$ cat src/rtl/itch_order_event_fifo_if.sv
// Order-event stream from the ITCH event FIFO to the order-book update logic.
// The master drives a show-ahead head entry; the slave accepts it with out_ready.
interface itch_order_event_fifo_if;
  logic        out_valid;
  logic        out_ready;
  logic [1:0]  out_type;
  logic [31:0] out_timeStamp;
  logic [63:0] out_orderID;
  logic [31:0] out_orderBookID;
  logic [7:0]  out_side;
  logic [63:0] out_quantity;
  logic [31:0] out_price;

  modport master (
    output out_valid, out_type, out_timeStamp, out_orderID, out_orderBookID,
           out_side, out_quantity, out_price,
    input  out_ready
  );

  modport slave (
    input  out_valid, out_type, out_timeStamp, out_orderID, out_orderBookID,
           out_side, out_quantity, out_price,
    output out_ready
  );
endinterface

$ cat src/rtl/itch_order_event_fifo.sv
// Normalises add/exec/delete parser strobes into order events and queues them
// in a show-ahead circular FIFO; lost events are tallied in a saturating counter.
module itch_order_event_fifo #(
  parameter int DEPTH = 8,
  parameter int CNT_W = 16
) (
  input  logic                       clk,
  input  logic                       rst,
  input  logic                       add_valid,
  input  logic                       exec_valid,
  input  logic                       del_valid,
  input  logic [31:0]                add_timeStamp,
  input  logic [31:0]                exec_timeStamp,
  input  logic [31:0]                del_timeStamp,
  input  logic [63:0]                add_orderID,
  input  logic [63:0]                exec_orderID,
  input  logic [63:0]                del_orderID,
  input  logic [31:0]                add_orderBookID,
  input  logic [31:0]                exec_orderBookID,
  input  logic [31:0]                del_orderBookID,
  input  logic [7:0]                 add_side,
  input  logic [7:0]                 exec_side,
  input  logic [7:0]                 del_side,
  input  logic [63:0]                add_quantity,
  input  logic [63:0]                exec_executedQuantity,
  input  logic [31:0]                add_price,
  output logic [$clog2(DEPTH):0]     level,
  output logic [CNT_W-1:0]           drop_cnt,
  itch_order_event_fifo_if.master    ev
);

  localparam int AW = $clog2(DEPTH);
  localparam int PW = AW + 1;
  localparam logic [CNT_W-1:0] CNT_MAX = '1;

  typedef struct packed {
    logic [1:0]  ev_type;
    logic [31:0] ts;
    logic [63:0] order_id;
    logic [31:0] book_id;
    logic [7:0]  side;
    logic [63:0] qty;
    logic [31:0] price;
  } entry_t;

  entry_t                 cand_entry;
  logic                   cand;
  logic [1:0]             n_strobe;
  logic [1:0]             n_loss;
  logic [1:0]             drop_inc;
  logic [CNT_W:0]         drop_sum;
  logic [PW-1:0]          wr_ptr_q, wr_ptr_d;
  logic [PW-1:0]          rd_ptr_q, rd_ptr_d;
  logic [PW-1:0]          level_w;
  logic [CNT_W-1:0]       drop_q, drop_d;
  logic                   empty, full, push, pop, overflow;
  entry_t [DEPTH-1:0]     slots;
  entry_t                 head;

  // Fixed priority ADD > EXEC > DELETE; missing fields of the winner are zero.
  always_comb begin
    cand_entry = '0;
    cand       = 1'b1;
    if (add_valid) begin
      cand_entry = '{2'd0, add_timeStamp, add_orderID, add_orderBookID,
                     add_side, add_quantity, add_price};
    end else if (exec_valid) begin
      cand_entry = '{2'd1, exec_timeStamp, exec_orderID, exec_orderBookID,
                     exec_side, exec_executedQuantity, 32'd0};
    end else if (del_valid) begin
      cand_entry = '{2'd2, del_timeStamp, del_orderID, del_orderBookID,
                     del_side, 64'd0, 32'd0};
    end else begin
      cand = 1'b0;
    end
  end

  assign level_w  = wr_ptr_q - rd_ptr_q;
  assign empty    = (wr_ptr_q == rd_ptr_q);
  assign full     = (level_w == PW'(DEPTH));
  assign pop      = !empty && ev.out_ready;
  assign push     = cand && (!full || pop);
  assign overflow = cand && full && !pop;

  assign n_strobe = 2'(add_valid) + 2'(exec_valid) + 2'(del_valid);
  assign n_loss   = n_strobe - 2'(cand);
  assign drop_inc = n_loss + 2'(overflow);
  assign drop_sum = {1'b0, drop_q} + (CNT_W + 1)'(drop_inc);

  always_comb begin
    wr_ptr_d = wr_ptr_q + PW'(push);
    rd_ptr_d = rd_ptr_q + PW'(pop);
    drop_d   = (drop_sum > {1'b0, CNT_MAX}) ? CNT_MAX : drop_sum[CNT_W-1:0];
  end

  always_ff @(posedge clk) begin
    if (!rst) begin
      wr_ptr_q <= '0;
      rd_ptr_q <= '0;
      drop_q   <= '0;
    end else begin
      wr_ptr_q <= wr_ptr_d;
      rd_ptr_q <= rd_ptr_d;
      drop_q   <= drop_d;
    end
  end

  // One register slot per entry; cleared on reset so the idle head reads zero.
  generate
    for (genvar gi = 0; gi < DEPTH; gi++) begin : g_slot
      entry_t slot_q;
      always_ff @(posedge clk) begin
        if (!rst) begin
          slot_q <= '0;
        end else if (push && (wr_ptr_q[AW-1:0] == AW'(gi))) begin
          slot_q <= cand_entry;
        end
      end
      assign slots[gi] = slot_q;
    end
  endgenerate

  assign head = slots[rd_ptr_q[AW-1:0]];

  assign ev.out_valid       = !empty;
  assign ev.out_type        = head.ev_type;
  assign ev.out_timeStamp   = head.ts;
  assign ev.out_orderID     = head.order_id;
  assign ev.out_orderBookID = head.book_id;
  assign ev.out_side        = head.side;
  assign ev.out_quantity    = head.qty;
  assign ev.out_price       = head.price;

  assign level    = level_w;
  assign drop_cnt = drop_q;

endmodule

$ cat src/flat_wrapper.sv
// flat-port wrapper written by rule: the top's interface ports become plain ports
module itch_order_event_fifo_flat 
#(
  parameter int DEPTH = 8,
  parameter int CNT_W = 16
)
  (clk, rst, add_valid, exec_valid, del_valid, add_timeStamp, exec_timeStamp, del_timeStamp, add_orderID, exec_orderID, del_orderID, add_orderBookID, exec_orderBookID, del_orderBookID, add_side, exec_side, del_side, add_quantity, exec_executedQuantity, add_price, level, drop_cnt, ev_out_valid, ev_out_type, ev_out_timeStamp, ev_out_orderID, ev_out_orderBookID, ev_out_side, ev_out_quantity, ev_out_price, ev_out_ready);
  itch_order_event_fifo_if ev_i ();
  input  logic clk;
  input  logic rst;
  input  logic add_valid;
  input  logic exec_valid;
  input  logic del_valid;
  input  logic [31:0] add_timeStamp;
  input  logic [31:0] exec_timeStamp;
  input  logic [31:0] del_timeStamp;
  input  logic [63:0] add_orderID;
  input  logic [63:0] exec_orderID;
  input  logic [63:0] del_orderID;
  input  logic [31:0] add_orderBookID;
  input  logic [31:0] exec_orderBookID;
  input  logic [31:0] del_orderBookID;
  input  logic [7:0] add_side;
  input  logic [7:0] exec_side;
  input  logic [7:0] del_side;
  input  logic [63:0] add_quantity;
  input  logic [63:0] exec_executedQuantity;
  input  logic [31:0] add_price;
  output logic [$clog2(DEPTH):0] level;
  output logic [CNT_W-1:0] drop_cnt;
  output wire logic [$bits(ev_i.out_valid)-1:0] ev_out_valid;
  output wire logic [$bits(ev_i.out_type)-1:0] ev_out_type;
  output wire logic [$bits(ev_i.out_timeStamp)-1:0] ev_out_timeStamp;
  output wire logic [$bits(ev_i.out_orderID)-1:0] ev_out_orderID;
  output wire logic [$bits(ev_i.out_orderBookID)-1:0] ev_out_orderBookID;
  output wire logic [$bits(ev_i.out_side)-1:0] ev_out_side;
  output wire logic [$bits(ev_i.out_quantity)-1:0] ev_out_quantity;
  output wire logic [$bits(ev_i.out_price)-1:0] ev_out_price;
  input wire logic [$bits(ev_i.out_ready)-1:0] ev_out_ready;
  assign ev_out_valid = ev_i.out_valid;
  assign ev_out_type = ev_i.out_type;
  assign ev_out_timeStamp = ev_i.out_timeStamp;
  assign ev_out_orderID = ev_i.out_orderID;
  assign ev_out_orderBookID = ev_i.out_orderBookID;
  assign ev_out_side = ev_i.out_side;
  assign ev_out_quantity = ev_i.out_quantity;
  assign ev_out_price = ev_i.out_price;
  assign ev_i.out_ready = ev_out_ready;
  itch_order_event_fifo #(.DEPTH(DEPTH), .CNT_W(CNT_W)) u_core (.clk(clk), .rst(rst), .add_valid(add_valid), .exec_valid(exec_valid), .del_valid(del_valid), .add_timeStamp(add_timeStamp), .exec_timeStamp(exec_timeStamp), .del_timeStamp(del_timeStamp), .add_orderID(add_orderID), .exec_orderID(exec_orderID), .del_orderID(del_orderID), .add_orderBookID(add_orderBookID), .exec_orderBookID(exec_orderBookID), .del_orderBookID(del_orderBookID), .add_side(add_side), .exec_side(exec_side), .del_side(del_side), .add_quantity(add_quantity), .exec_executedQuantity(exec_executedQuantity), .add_price(add_price), .level(level), .drop_cnt(drop_cnt), .ev(ev_i));
endmodule
$ cat config.mk
export PLATFORM = sky130hd
export DESIGN_NAME = itch_order_event_fifo_flat
export DESIGN_NICKNAME = d
export VERILOG_FILES = /design/src/rtl/itch_order_event_fifo_if.sv /design/src/rtl/itch_order_event_fifo.sv /design/src/flat_wrapper.sv
export SDC_FILE = /design/constraint.sdc
export NUM_CORES = 2
export LEC_CHECK = 0
export ABC_AREA = 0
export CORE_ASPECT_RATIO = 1.2
export CORE_UTILIZATION = 25
export DETAILED_ROUTE_END_ITERATION = 6
export PLACE_DENSITY = 0.43
export SLEW_MARGIN = 20
export SYNTH_ARGS = -nofsm -noshare
export SYNTH_HDL_FRONTEND = slang
export SYNTH_SLANG_ARGS = --single-unit
$ cat constraint.sdc
create_clock -name clk -period 6 [get_ports clk]
set_input_delay 1.2 -clock clk [delete_from_list [all_inputs] [get_ports clk]]
set_output_delay 1.2 -clock clk [all_outputs]
set_load 0.05 [all_outputs]
# Yosys cells after proc, flatten, opt, wreduce, memory -nomap -nowiden
# Index checks and enable logic that the tools add are counted.
[totals]
register_bits = 1896
word_cells = 104
[classes]
n_addsub = 8
magnitude_cmp = 2
eq_ne = 9
n_mux = 9
reduce_logical = 17
[op_table]
columns = ["op", "n"]
rows = [
  ["2-to-1 mux 234 bit", 4],
  ["binary-select mux 234 bit (select 3 bit)", 1],
  ["adder 16 x 2 -> 17 bit", 1],
  ["> comparator 17 x 16 -> 1 bit (second input constant)", 1],
  ["2-to-1 mux 16 bit", 1],
  ["equality test 3 bit (second input constant)", 4],
  ["logical AND 1 bit", 12],
  ["adder 4 x 1 -> 4 bit", 2],
  ["equality test 3 x 2 -> 1 bit (second input constant)", 2],
  ["adder 2 x 1 -> 2 bit", 2],
  ["equality test 4 bit", 1],
  ["equality test 4 bit (second input constant)", 1],
  ["< comparator 3 x 4 -> 1 bit (second input constant)", 1],
  ["subtractor 4 bit", 1],
  ["equality test 3 x 1 -> 1 bit (second input constant)", 1],
  ["zero test 1 bit", 3],
  ["zero test 3 bit", 1],
  ["2-to-1 mux 1 bit", 3],
  ["adder 1 x 1 -> 2 bit", 1],
  ["subtractor 2 x 1 -> 2 bit", 1],
  ["logical OR 1 bit", 1],
]

# Logic depth before layout (Yosys ltp)
[depth]
depth_word = 9
depth_mapped = 22
mapped_depth_nobuf = 18

# Worst setup path after synthesis
# No wires, ideal clock.
[synth_path]
path_type = "reg-to-reg"
startpoint = "reg u_core.rd_ptr_q[1]"
endpoint = "reg u_core.drop_q[10], in the netlist u_core.drop_cnt[10]"
arrival_time_ns = 5.124
required_time_ns = 5.929
setup_slack_ns = 0.806
path_stages_with_launch = 23
n_path_buf = 5
synth_period_minus_slack_ns = 5.194
cell_sequence = "dfxtp_1 clkbuf_1 clkbuf_1 clkbuf_1 inv_1 ha_1 nand3b_1 a21o_1 and2_1 nand4_1 fa_1 inv_1 ha_1 xnor2_1 xor2_1 inv_1 fa_1 nor2b_1 and3_1 clkbuf_1 nand3_1 clkbuf_1 a21oi_1"
[synth_via]
elab_cells_between_ends = 12
cone_classes = "add/sub (3); order compare (1); eq/ne (2); mux (1); reduce/logical (5)"
[synth_lines]
columns = ["element", "line_no", "rtl"]
rows = [
  ["start, declared", "itch_order_event_fifo.sv:53", "logic [PW-1:0] rd_ptr_q, rd_ptr_d;"],
  ["start signal, assigned", "itch_order_event_fifo.sv:103", "rd_ptr_q <= rd_ptr_d;"],
  ["subtractor 4 bit (*)", "itch_order_event_fifo.sv:78", "assign level_w = wr_ptr_q - rd_ptr_q;"],
  ["via level[3]", "flat_wrapper.sv:29", "output logic [$clog2(DEPTH):0] level;"],
  ["equality test 4 bit (*)", "itch_order_event_fifo.sv:80", "assign full = (level_w == PW'(DEPTH));"],
  ["logical AND 1 bit (*) (2 in a row)", "itch_order_event_fifo.sv:83", "assign overflow = cand && full && !pop;"],
  ["adder 2 x 1 -> 2 bit (*)", "itch_order_event_fifo.sv:87", "assign drop_inc = n_loss + 2'(overflow);"],
  ["adder 16 x 2 -> 17 bit (*)", "itch_order_event_fifo.sv:88", "assign drop_sum = {1'b0, drop_q} + (CNT_W + 1)'(drop_inc);"],
  ["> comparator 17 x 16 -> 1 bit", "itch_order_event_fifo.sv:93", "drop_d = (drop_sum > {1'b0, CNT_MAX}) ? CNT_MAX : drop_sum[CNT_W-1:0];"],
  ["2-to-1 mux 16 bit (*)", "itch_order_event_fifo.sv:93", ""],
  ["end signal, assigned", "itch_order_event_fifo.sv:104", "drop_q <= drop_d;"],
  ["end, declared", "itch_order_event_fifo.sv:55", "logic [CNT_W-1:0] drop_q, drop_d;"],
]
# Mark *: on every way through the listed nets, which the timed path passes. The rest lies on a longest branch.
# A chain may end at the register's enable or synchronous reset.

# Worst setup path after layout
[layout_path]
startpoint = "reg u_core.rd_ptr_q[0]"
endpoint = "out ev_out_orderID[52]"
[layout_via]
elab_chain_cells = 2
[layout_lines]
columns = ["element", "line_no", "rtl"]
rows = [
  ["binary-select mux 234 bit (select 3 bit)", "itch_order_event_fifo.sv:123", "assign head = slots[rd_ptr_q[AW-1:0]];"],
  ["2-to-1 mux 234 bit (not written as such)", "itch_order_event_fifo.sv:123", ""],
  ["end, declared", "flat_wrapper.sv:34", "output wire logic [$bits(ev_i.out_orderID)-1:0] ev_out_orderID;"],
]
# Every way passes these cells. The select of a mux whose other input is x is not followed.

==> results.toml <==
[pwr]
clockPowerShare_pct = 32.8
power_switching_uw = 14620
internal_power_uw = 27320
power_frac_comb_pct = 32.5
seq_power_share_pct = 34.7
irDropWorstVdd_mv = 0.5792
leakage_uw = 0.04071
p_per_area_nw_per_um2 = 399.1
sw_frac_of_total_pct = 34.86

[synthesis]
synth_top_area_cell = "dfxtp_1"
synthXorXnorAreaFrac_pct = 0.2149
synth-async-reset-ratio_pct = 0
synth-adder-area-share_pct = 0.2325
yosysSeqAreaShare_pct = 44.64
synth_compound_area_share_pct = 2.805
syn_area_sq_um = 85020
synth_seq_cells = 1896
synth_top_area_share_pct = 44.64
synthTopCellsByArea = "dfxtp_1 45%, mux2i_1 22%, nand2_1 13%"
yosys_warnings = 0
synth.distinct_cells = 40
syn_avg_cell_area_sq_um = 10.21
synth_mux_area_share_pct = 34.44
synth_nets = 8914
synthSimpleGateAreaFrac_pct = 13.40
synthCells = 8326
synth_edf_count = 0
synthFlopType = "dfxtp_1"
synth_top_family_by_area = "multiplexers"

[worst_setup_path]
critPathSlowestCell = "clkdlybuf4s50_1"
path_cells = "buf_12 -> buf_4 -> mux4_2 -> nand2_1 -> nand2_1 -> clkdlybuf4s50_1"
r2r_slack_ps = 1140
crit_end = "ev_out_orderID[52]"
r2r_cells = 19
cp-start-kind = "flip-flop"
critPathKind = "reg2out"
r2r_start = "u_core.rd_ptr_q[2]"
path_common_cell = "nand2_1"
path_depth = 6
cp-startpoint = "u_core.rd_ptr_q[0]"
critPathArrivalTime_ps = 4170
required_ps = 4800
cp_max_fo = 39
crit_path_end_kind = "output pin"
max_stage_delay_ps = 790
critPathTopFamily = "buffers and inverters"
r2r-end = "u_core.drop_cnt[0]"
path_buf_inv = 3

[final_layout]
final_cell_mix = "2946 x nand2_1, 1893 x dfxtp_1, 1872 x mux2i_1, 825 x clkdlybuf4s50_1, 468 x mux4_2"
post-route-cell-area_sq_um = 105100
synthToLayoutAreaGrowth_pct = 23.59
final_nets = 9470
layout-drive-gt1-share_pct = 11.22
finalNonFillerCells = 13540
final_common_cell = "nand2_1"

[clock_network]
clock_tree.root_cell = "clkbuf_16"
clockBufferDepth = 4
hold_buffers = 0
htreeDepth = 4
cts_tree = "done"
insertion_delay_ps = 880
cts.clk_slew.worst_paths_ps = 60
cts_setup_buffers = 0
cts_buffers = 215
post_cts_resized = 0
clkSinkCount = 1896

[detailed_routing]
detail_route.wl_per_cell_um = 21.10
final_antenna_net_count = 0
routed_via_density = 4.640
vias = 62830
drt_pass1_iterations = 5
drc = 0
drtIter0Drc = 3422
wl_um = 285700

[sta]
finalSetupViolCount = 0
whs_ps = 452.0
fin_tns_setup_ps = 0
finClkSkew_ps = 56.02
slew_violations = 0
finalCriticalPeriod_ps = 5371
max_slew_margin_pct = 28.97
tightest_slew_ps = 1065
rsz0062_at_grt = "no"
fmax_ghz = 0.1862
final-hold-violation-count = 0
fin_ws_ps = 628.5
timing.final.crit_share_pct = 89.52

[die]
die_y_um = 640.8
initial_core_util_pct = 25.12
pin_count = 829
num_rows = 234
die_area_sq_um = 342400
core_area_sq_um = 338500
die_w_um = 534.4

[placement]
hpwl_um = 182600
placedCellCount = 13150
dpl_cell_area_sq_um = 97750
globalplace.congestion = 0.7452
dp_slack_ps = 577.9
port_buffers = 828

[run]
cap_viol_max_count = 0

[global_route]
grt_pass1_vias = 65030
grt_max_degree = 206
track_usage_pct = 16.19
grt.overflow.total = 0
antenna_found_initial = 15
grt_pass1_wl_um = 423700

[hold_path]
hold_path.class = "reg2reg"

[run_status]
status = "finished, final reports clean"
## registers in the layout (all words and copies together), names as in the netlist
register and count:
u_core.drop_cnt 16, u_core.g_slot.slot_q 1872, u_core.rd_ptr_q 4, u_core.wr_ptr_q 4
## metal layers
metal / vias up / share of wire, % / GRT usage (%)
li1: 29720 / - / -
met1: 31420 / 44 / 20.29
met2: 1283 / 48 / 27.73
met3: 388 / 4.9 / 3.069
met4: 8 / 3.2 / 5.319
met5: - / 0.020 / 0
## worst min-delay path by stage
stage,from,to,slack (ps),depth (start not counted)
2_1_floorplan,u_core.g_slot[6].slot_q[0],u_core.g_slot[6].slot_q[0],430,2
3_3_place_gp,u_core.g_slot[5].slot_q[142],u_core.g_slot[5].slot_q[142],440,2
3_5_place_dp,u_core.g_slot[6].slot_q[119],u_core.g_slot[6].slot_q[119],440,2
4_1_cts,u_core.g_slot[7].slot_q[169],u_core.g_slot[7].slot_q[169],450,2
5_1_grt,u_core.g_slot[3].slot_q[32],u_core.g_slot[3].slot_q[32],460,2
6_report,u_core.g_slot[7].slot_q[167],u_core.g_slot[7].slot_q[167],450,2
## power by group through the flow
stage / clock, uW / combinational, uW / sequential, uW
global route: 14700 / 14400 / 14700
floorplan: 0 / 9060 / 14600
CTS: 14200 / 13900 / 14600
detailed placement: 0 / 13900 / 14800
global placement: 0 / 13800 / 14800
finish: 13800 / 13600 / 14600
## worst reg2reg max path: cells and delay by family, from the launching register on
| family | cells | cell delay (ps) |
|---|---|---|
| simple gates | 5 | 880 |
| xor+xnor | 2 | 320 |
| fa+ha+maj | 4 | 1550 |
| compound gates | 3 | 490 |
| flops | 1 | 730 |
| buf+inv | 5 | 800 |
## through the flow
step | utilization, % | power, uW
3_5_place_dp | 28.88 | 28720
4_1_cts | 31.04 | 42700
2_1_floorplan | - | 23660
3_3_place_gp | 28.88 | 28560
5_1_grt | 31.05 | 43850
6_report | 31.05 | 41930
## final cells by class
| cell class | count | area (sq um) |
|---|---|---|
| Fill cell | 34640 | 233400 |
| Multi-Input combinational cell | 5731 | 43480 |
| Sequential cell | 1896 | 37970 |
| Timing Repair Buffer | 1020 | 10620 |
| Clock buffer | 320 | 6399 |
| Tap cell | 4484 | 5610 |
| Clock inverter | 63 | 910.9 |
| Inverter | 18 | 75.07 |
| Antenna cell | 7 | 17.52 |
## cells by family after synthesis
kind of cell,Yosys count
AO/OA/AOI/OAI,357
XOR/XNOR,20
adder cells (fa/ha/maj),14
buffers and inverters,699
flip-flops,1896
multiplexers,2340
AND/OR/NAND/NOR,3000
## synthesized netlist by cell type (17+ instances only)
cell / instances
a22o_1: 64
a22oi_1: 136
buf_1: 63
buf_2: 136
buf_4: 39
buf_6: 55
clkbuf_1: 370
dfxtp_1: 1896
inv_1: 17
mux2i_1: 1872
mux4_2: 468
nand2_1: 2946
o21ai_0: 137
Power figures use the tool's default switching activity.
